File: src/rtl/instr_fetch_if.sv
// Bundle between the fetch stage and its neighbours: instruction memory,
// ID-stage redirect sources, the hazard unit and the IF/ID pipeline register.
interface instr_fetch_if #(
    parameter int PC_WIDTH = 10
);
    logic [PC_WIDTH-1:0] ProgCounter;
    logic [31:0]         Instr;
    logic                Stall;
    logic                BranchTaken;
    logic [15:0]         BranchOffset;
    logic                Jump;
    logic [25:0]         JumpTarget;
    logic                JumpReg;
    logic [31:0]         RegTarget;
    logic [31:0]         IfIdInstr;
    logic [PC_WIDTH-1:0] IfIdPC4;
    logic                IfIdValid;
    logic                Halted;
    logic                AlignErr;
    logic [15:0]         FetchCount;

    modport master (
        output ProgCounter, IfIdInstr, IfIdPC4, IfIdValid, Halted, AlignErr, FetchCount,
        input  Instr, Stall, BranchTaken, BranchOffset, Jump, JumpTarget, JumpReg, RegTarget
    );

    modport slave (
        input  ProgCounter, IfIdInstr, IfIdPC4, IfIdValid, Halted, AlignErr, FetchCount,
        output Instr, Stall, BranchTaken, BranchOffset, Jump, JumpTarget, JumpReg, RegTarget
    );
endinterface

File: src/rtl/instr_fetch.sv
// Fetch stage: owns the PC, captures instruction memory data into IF/ID,
// and handles stalls, ID-stage redirects and the syscall halt.
module instr_fetch #(
    parameter int                  PC_WIDTH  = 10,
    parameter logic [PC_WIDTH-1:0] RESET_PC  = '0,
    parameter logic [31:0]         HALT_WORD = 32'h0000000C
) (
    input logic          clk,
    input logic          reset,
    instr_fetch_if.master bus
);
    typedef enum logic {RUN, HALT} state_t;

    state_t              state;
    logic                redirect;
    logic [PC_WIDTH-1:0] redirect_target;
    logic [PC_WIDTH-1:0] pc_plus4;
    logic [31:0]         branch_offset_ext;
    logic [27:0]         jump_full;
    logic                unused_bits;

    assign redirect          = bus.JumpReg | bus.Jump | bus.BranchTaken;
    assign pc_plus4          = bus.ProgCounter + PC_WIDTH'(4);
    assign branch_offset_ext = {{14{bus.BranchOffset[15]}}, bus.BranchOffset, 2'b00};
    assign jump_full         = {bus.JumpTarget, 2'b00};
    assign unused_bits       = ^{bus.RegTarget[31:PC_WIDTH], bus.RegTarget[1:0],
                                 jump_full[27:PC_WIDTH], branch_offset_ext[31:PC_WIDTH]};

    // jr outranks j, which outranks a taken branch
    always_comb begin
        redirect_target = '0;
        if (bus.JumpReg)
            redirect_target = {bus.RegTarget[PC_WIDTH-1:2], 2'b00};
        else if (bus.Jump)
            redirect_target = jump_full[PC_WIDTH-1:0];
        else if (bus.BranchTaken)
            redirect_target = bus.IfIdPC4 + branch_offset_ext[PC_WIDTH-1:0];
    end

    always_ff @(posedge clk) begin
        if (reset) begin
            state           <= RUN;
            bus.ProgCounter <= RESET_PC;
            bus.IfIdInstr   <= '0;
            bus.IfIdPC4     <= '0;
            bus.IfIdValid   <= 1'b0;
            bus.Halted      <= 1'b0;
            bus.AlignErr    <= 1'b0;
            bus.FetchCount  <= '0;
        end else begin
            case (state)
                RUN: begin
                    if (redirect) begin
                        // Wrong-path fetch is squashed; redirect wins even over a stall
                        bus.ProgCounter <= redirect_target;
                        bus.IfIdInstr   <= '0;
                        bus.IfIdPC4     <= '0;
                        bus.IfIdValid   <= 1'b0;
                        if (bus.JumpReg && (bus.RegTarget[1:0] != 2'b00))
                            bus.AlignErr <= 1'b1;
                    end else if (!bus.Stall) begin
                        bus.IfIdInstr <= bus.Instr;
                        bus.IfIdPC4   <= pc_plus4;
                        bus.IfIdValid <= 1'b1;
                        if (bus.FetchCount != 16'hFFFF)
                            bus.FetchCount <= bus.FetchCount + 16'd1;
                        if (bus.Instr == HALT_WORD) begin
                            state      <= HALT;
                            bus.Halted <= 1'b1;
                        end else begin
                            bus.ProgCounter <= pc_plus4;
                        end
                    end
                end
                HALT: begin
                    bus.IfIdInstr <= '0;
                    bus.IfIdPC4   <= '0;
                    bus.IfIdValid <= 1'b0;
                end
                default: state <= RUN;
            endcase
        end
    end
endmodule

File: src/flat_wrapper.sv
// flat-port wrapper written by rule: the top's interface ports become plain ports
module instr_fetch_flat 
#(
    parameter int                  PC_WIDTH  = 10,
    parameter logic [PC_WIDTH-1:0] RESET_PC  = '0,
    parameter logic [31:0]         HALT_WORD = 32'h0000000C
)
  (clk, reset, bus_ProgCounter, bus_IfIdInstr, bus_IfIdPC4, bus_IfIdValid, bus_Halted, bus_AlignErr, bus_FetchCount, bus_Instr, bus_Stall, bus_BranchTaken, bus_BranchOffset, bus_Jump, bus_JumpTarget, bus_JumpReg, bus_RegTarget);
  instr_fetch_if #(.PC_WIDTH(PC_WIDTH)) bus_i ();
  input logic clk;
  input logic reset;
  output wire logic [$bits(bus_i.ProgCounter)-1:0] bus_ProgCounter;
  output wire logic [$bits(bus_i.IfIdInstr)-1:0] bus_IfIdInstr;
  output wire logic [$bits(bus_i.IfIdPC4)-1:0] bus_IfIdPC4;
  output wire logic [$bits(bus_i.IfIdValid)-1:0] bus_IfIdValid;
  output wire logic [$bits(bus_i.Halted)-1:0] bus_Halted;
  output wire logic [$bits(bus_i.AlignErr)-1:0] bus_AlignErr;
  output wire logic [$bits(bus_i.FetchCount)-1:0] bus_FetchCount;
  input wire logic [$bits(bus_i.Instr)-1:0] bus_Instr;
  input wire logic [$bits(bus_i.Stall)-1:0] bus_Stall;
  input wire logic [$bits(bus_i.BranchTaken)-1:0] bus_BranchTaken;
  input wire logic [$bits(bus_i.BranchOffset)-1:0] bus_BranchOffset;
  input wire logic [$bits(bus_i.Jump)-1:0] bus_Jump;
  input wire logic [$bits(bus_i.JumpTarget)-1:0] bus_JumpTarget;
  input wire logic [$bits(bus_i.JumpReg)-1:0] bus_JumpReg;
  input wire logic [$bits(bus_i.RegTarget)-1:0] bus_RegTarget;
  assign bus_ProgCounter = bus_i.ProgCounter;
  assign bus_IfIdInstr = bus_i.IfIdInstr;
  assign bus_IfIdPC4 = bus_i.IfIdPC4;
  assign bus_IfIdValid = bus_i.IfIdValid;
  assign bus_Halted = bus_i.Halted;
  assign bus_AlignErr = bus_i.AlignErr;
  assign bus_FetchCount = bus_i.FetchCount;
  assign bus_i.Instr = bus_Instr;
  assign bus_i.Stall = bus_Stall;
  assign bus_i.BranchTaken = bus_BranchTaken;
  assign bus_i.BranchOffset = bus_BranchOffset;
  assign bus_i.Jump = bus_Jump;
  assign bus_i.JumpTarget = bus_JumpTarget;
  assign bus_i.JumpReg = bus_JumpReg;
  assign bus_i.RegTarget = bus_RegTarget;
  instr_fetch #(.PC_WIDTH(PC_WIDTH), .RESET_PC(RESET_PC), .HALT_WORD(HALT_WORD)) u_core (.clk(clk), .reset(reset), .bus(bus_i));
endmodule
File: config.mk
export PLATFORM = sky130hd
export DESIGN_NAME = instr_fetch_flat
export DESIGN_NICKNAME = d
export VERILOG_FILES = /design/src/rtl/instr_fetch_if.sv /design/src/rtl/instr_fetch.sv /design/src/flat_wrapper.sv
export SDC_FILE = /design/constraint.sdc
export NUM_CORES = 1
export LEC_CHECK = 0
export BUFFER_PORTS_ARGS = -buffer_cell sky130_fd_sc_hd__buf_2
export CORE_MARGIN = 2
export CORE_UTILIZATION = 30
export DETAILED_ROUTE_END_ITERATION = 8
export SYNTH_ARGS = -nofsm -noshare
export SYNTH_HDL_FRONTEND = slang
export SYNTH_SLANG_ARGS = --single-unit
File: constraint.sdc
create_clock -name clk -period 6.3 [get_ports clk]
set_input_delay 1.26 -clock clk [delete_from_list [all_inputs] [get_ports clk]]
set_output_delay 1.26 -clock clk [all_outputs]
set_load 0.01 [all_outputs]
### Word-level counts from Yosys, hierarchy flattened

Index checks and enable logic that the tools add are counted.

* register bits: 72
* bits of input ports: 112
* output and inout bits: 71
* word-level logic and storage cells: 46

* add/subtract/negate cells: 3
* equality and inequality tests: 5
* multiplexer cells: 19
* bitwise logic cells: 5
* reduce and logical (&&, ||, !) cells: 6

Operators by type and width (number)
* $mux 10: 8
* $mux 32: 2
* $pmux 32 s2: 1
* $eq 32x4->1 const B: 1
* $pmux 10 s2: 1
* $add 16x1->16 const B: 1
* $ne 16x16->1 const B: 1
* $add 10x10->10: 1
* $add 10x3->10 const B: 1
* $reduce_and 4->1: 2
* $mux 1: 6
* $reduce_and 3->1: 2
* $ne 2x1->1 const B: 2
* $ne 3x2->1 const B: 1
* $not 1->1: 3
* $or 1x1->1: 2
* $pmux 1 s2: 1
* $reduce_bool 2->1: 1
* $logic_and 1x1->1: 1

### Logic depth before layout (Yosys ltp)

* depth in word-level cells: 5
* mapped depth: 7
* gate-level depth less buffers: 7

### Worst setup path before layout

No wires, ideal clock.

* kind: input port to flip-flop
* start: input bus_BranchOffset[0]
* end: register u_core.bus.ProgCounter[8]
* setup time: 101 ps
* arrival: 2796 ps
* data required time: 6199 ps
* path slack: 3403 ps
* stages on the path: 6
* path buffers: 0
* cell sequence: ha_1 > fa_1 > a211oi_1 > o31ai_1 > a211o_1 > o41ai_1

* longest elaborated chain between the ends: 5

RTL lines
* start: declaration: line flat_wrapper.sv:22 `input wire logic [$bits(bus_i.BranchOffset)-1:0] bus_BranchOffset;`
* $add 10x10->10: line instr_fetch.sv:37 `redirect_target = bus.IfIdPC4 + branch_offset_ext[PC_WIDTH-1:0];`
* $mux 10: line instr_fetch.sv:36 `else if (bus.BranchTaken)`
* $mux 10: line instr_fetch.sv:34 `else if (bus.Jump)`
* $mux 10: line instr_fetch.sv:32 `if (bus.JumpReg)`
* $mux 10: line instr_fetch.sv:53 `if (redirect) begin`
* end signal: assignment: line instr_fetch.sv:55 `bus.ProgCounter <= redirect_target;`
* end signal: assignment: line instr_fetch.sv:71 `bus.ProgCounter <= pc_plus4;`
* end: declaration: line instr_fetch_if.sv:23 `output ProgCounter, IfIdInstr, IfIdPC4, IfIdValid, Halted, AlignErr, FetchCount,`

No other way between the ends.
A chain may end at the register's enable or synchronous reset.

### Worst setup path in the final report

* start: input bus_Jump
* end: register u_core.bus.FetchCount[5]

* longest elaborated chain between the ends: 4

RTL lines
* start: declaration: line flat_wrapper.sv:23 `input wire logic [$bits(bus_i.Jump)-1:0] bus_Jump;`
* $or 1x1->1 (2 in a row): line instr_fetch.sv:22 `assign redirect = bus.JumpReg | bus.Jump | bus.BranchTaken;`
* $not 1->1 (no source line)
* $reduce_and 4->1 (no source line)
* end signal: assignment: line instr_fetch.sv:66 `bus.FetchCount <= bus.FetchCount + 16'd1;`
* end: declaration: line instr_fetch_if.sv:23

No other way between the ends.

==> run metrics <==
outcome completed; gp weighted congestion 0.913; share of the synthesized area in the top cell type 41.9%; CTS max path bufs 2; root buffer cell clkbuf_16; H-Tree Depth 3; Synth Cell Area 0.00344 mm²; worst slack, placed 2.61 ns; final core occ 39.6%; number of CTS-inserted buffers 9; clock sinks 72; startpoint types primary input; Hold Crit Class register to register; synthesized instance count 397; Critical Path Sink Type register; chip width 111 µm; fmax 0.299 GHz; GRT Overall Usage 16.4%; DIE AREA 0.0123 mm²; yosys warns 0; DRC 0; DP HPWL 7350 µm; Final Cycle Share 53.2%; TritonCTS clock tree built; clock skew 0.00735 ns; maximum fanout along the worst path 22; Pre-antenna DRT Iters 4; Worst EP arrival 3.60 ns; Resized Gates After CTS 0; vias in the first global route 3408; Yosys top cell by area dfxtp_1; Setup violations, final 0; total power 1.03 mW; Die Ht 111 µm; slew of the pin with the lowest slew margin 0.901 ns; Distinct cells, synth 49; PwrDens 231 mW/mm²; share of synthesized registers carrying an async set or reset 0%; global-route wire length before repair 16600 µm; Final TNS setup 0 ns; initial antenna violation count 0; Initial Utilization 30.4%; Post-synth EDFFs 0; Area Growth Syn to Fin 30.3%; max-cap violations 0; via/cell ratio 5.31; share of cells above drive strength 1 29.4%; ANT cells 0; ys flop type dfxtp_1; setup ws final 2.95 ns; GR Overflow Total 0; dpl cell area 0.00421 mm²; Final Instance Area 0.00448 mm²; DR WL/cell 15.1 µm; largest net degree at the start of global routing 75; register area share after synthesis 41.9%; antenna viol nets, final 0; Clk Latency, worst-skew pair 0.32 ns; synthesized area per cell 8.66 µm²; VDD IR max 152 µV; clock-pin slew on the worst setup and hold paths 0.05 ns; Synth Register Bits 72; Core Area 0.0113 mm²; syn_nets 519; Max Slew Vio Count 0; WP data required 6.55 ns; drt initial violations 173; final hold viol count 0; top post-synthesis cells by area dfxtp_1, a22oi_1, nor2_1; CP Class primary input to register; Period minus WS final 3.35 ns; unrepaired setup endpoints after global routing false; I/O pins 183; Std-Cell Rows 39; Hold Buf Count CTS 0; Post CTS Setup Buffer Count 0; Final nets 644; vias post-DR 3561; P_leak 1.97 nW; port buffer count 134; routed wire length 10100 µm; Slew HR 39.7%
## power breakdown
| group | total (mW) | switching (mW) | internal, mW |
|---|---|---|---|
| sequential | 0.473 | 0.00923 | 0.464 |
| clock | 0.459 | 0.183 | 0.276 |
| combinational | 0.102 | 0.0587 | 0.0429 |
| total | 1.03 | 0.251 | 0.783 |
## critical path, cell delays in order
cell	delay (ns)
buf_2	0.17
or3_1	0.61
nor3_4	0.77
o21ai_2	0.20
or4_1	0.44
a21oi_1	0.15
## cell usage in the layout, fill, tap and decap left out, drive strengths merged, types with 8 or more instances in the layout
| master | synthesis | final |
|---|---|---|
| buf | 4 | 137 |
| dfxtp | 72 | 72 |
| nor2 | 69 | 69 |
| a22oi | 45 | 45 |
| a21oi | 19 | 19 |
| o21ai | 15 | 15 |
| clkbuf | 19 | 13 |
| nand3 | 10 | 10 |
| xor2 | 10 | 10 |
| and3 | 10 | 10 |
| nor3 | 10 | 10 |
| inv | 9 | 9 |
| nor4 | 9 | 9 |
| ha | 9 | 9 |
| nand4 | 8 | 8 |
| a211oi | 8 | 8 |
| nand2 | 8 | 8 |
## Yosys cell counts (all sizes together), types with 2 or more instances
master and instances:
xor2 10, and3 10, o221ai 2, o211ai 4, buf 4, nand3 10, or3 5, a21oi 19
nand2 8, o2111ai 2, nor3b 3, o31ai 3, a211oi 8, nand4 8, inv 9, o22ai 5
and4 4, xnor2 7, dfxtp 72, a21o 3, o41ai 3, a22oi 45, nand2b 2, or4 2
o21bai 2, o21ai 15, nor4 9, nor2 69, nand4b 3, clkbuf 19, nor3 10, mux2i 2
ha 9
## final timing paths
check,start,to,slack (ns),cells after the start
min,u_core.bus.IfIdValid$_SDFFE_PP0P_,u_core.bus.IfIdValid$_SDFFE_PP0P_,0.44,2
min reg2reg,u_core.bus.IfIdValid$_SDFFE_PP0P_,u_core.bus.IfIdValid$_SDFFE_PP0P_,0.44,2
max reg2reg,u_core.bus.IfIdPC4[2]$_SDFFE_PP0P_,u_core.bus.ProgCounter[8]$_SDFFE_PP0P_,4.00,6
max,bus_Jump,u_core.bus.FetchCount[5]$_SDFFE_PP0P_,2.95,6
## flip-flops by register name, summed over array words and instances (netlist names)
register	flops
u_core.bus.AlignErr	1
u_core.bus.IfIdPC4	10
u_core.bus.ProgCounter	10
u_core.state	1
u_core.bus.IfIdValid	1
u_core.bus.IfIdInstr	32
u_core.bus.Halted	1
u_core.bus.FetchCount	16
## per-stage QoR
stage	hold WS, ns	std cells
after CTS	0.445	670
after global routing	0.471	670
after floorplan	0.469	397
after detailed placement	0.436	654
after global placement	0.435	654
final	0.440	670
## cell families after synthesis
| group | count (synthesis) | share of synthesized area [%] |
|---|---|---|
| XOR/XNOR | 17 | 4.33 |
| flip-flops | 72 | 41.9 |
| AND/OR/NAND/NOR | 148 | 22.2 |
| adder cells (fa/ha/maj) | 10 | 3.86 |
| AO/OA/AOI/OAI | 116 | 23.2 |
| multiplexers | 2 | 0.582 |
| buffers and inverters | 32 | 3.86 |
## per-layer routing
layer / vias up / GRT usage [%] / routed length [µm]
met1: 1695 / 21.2 / 4630
met5: - / 0 / 0
met4: 0 / 5.27 / 173
li1: 1732 / - / -
met3: 15 / 4.76 / 630
met2: 119 / 26.5 / 4710
## area by class of cell
type | instances | area [µm²]
fill | 1190 | 6840
clock buffer | 13 | 250
multi-input combinational | 293 | 1860
sequential | 72 | 1440
inverter | 9 | 33.8
timing repair buffer | 137 | 693
clock inverter | 3 | 17.5
tap | 143 | 179
Note: power is estimated with default switching activity, not from simulation.
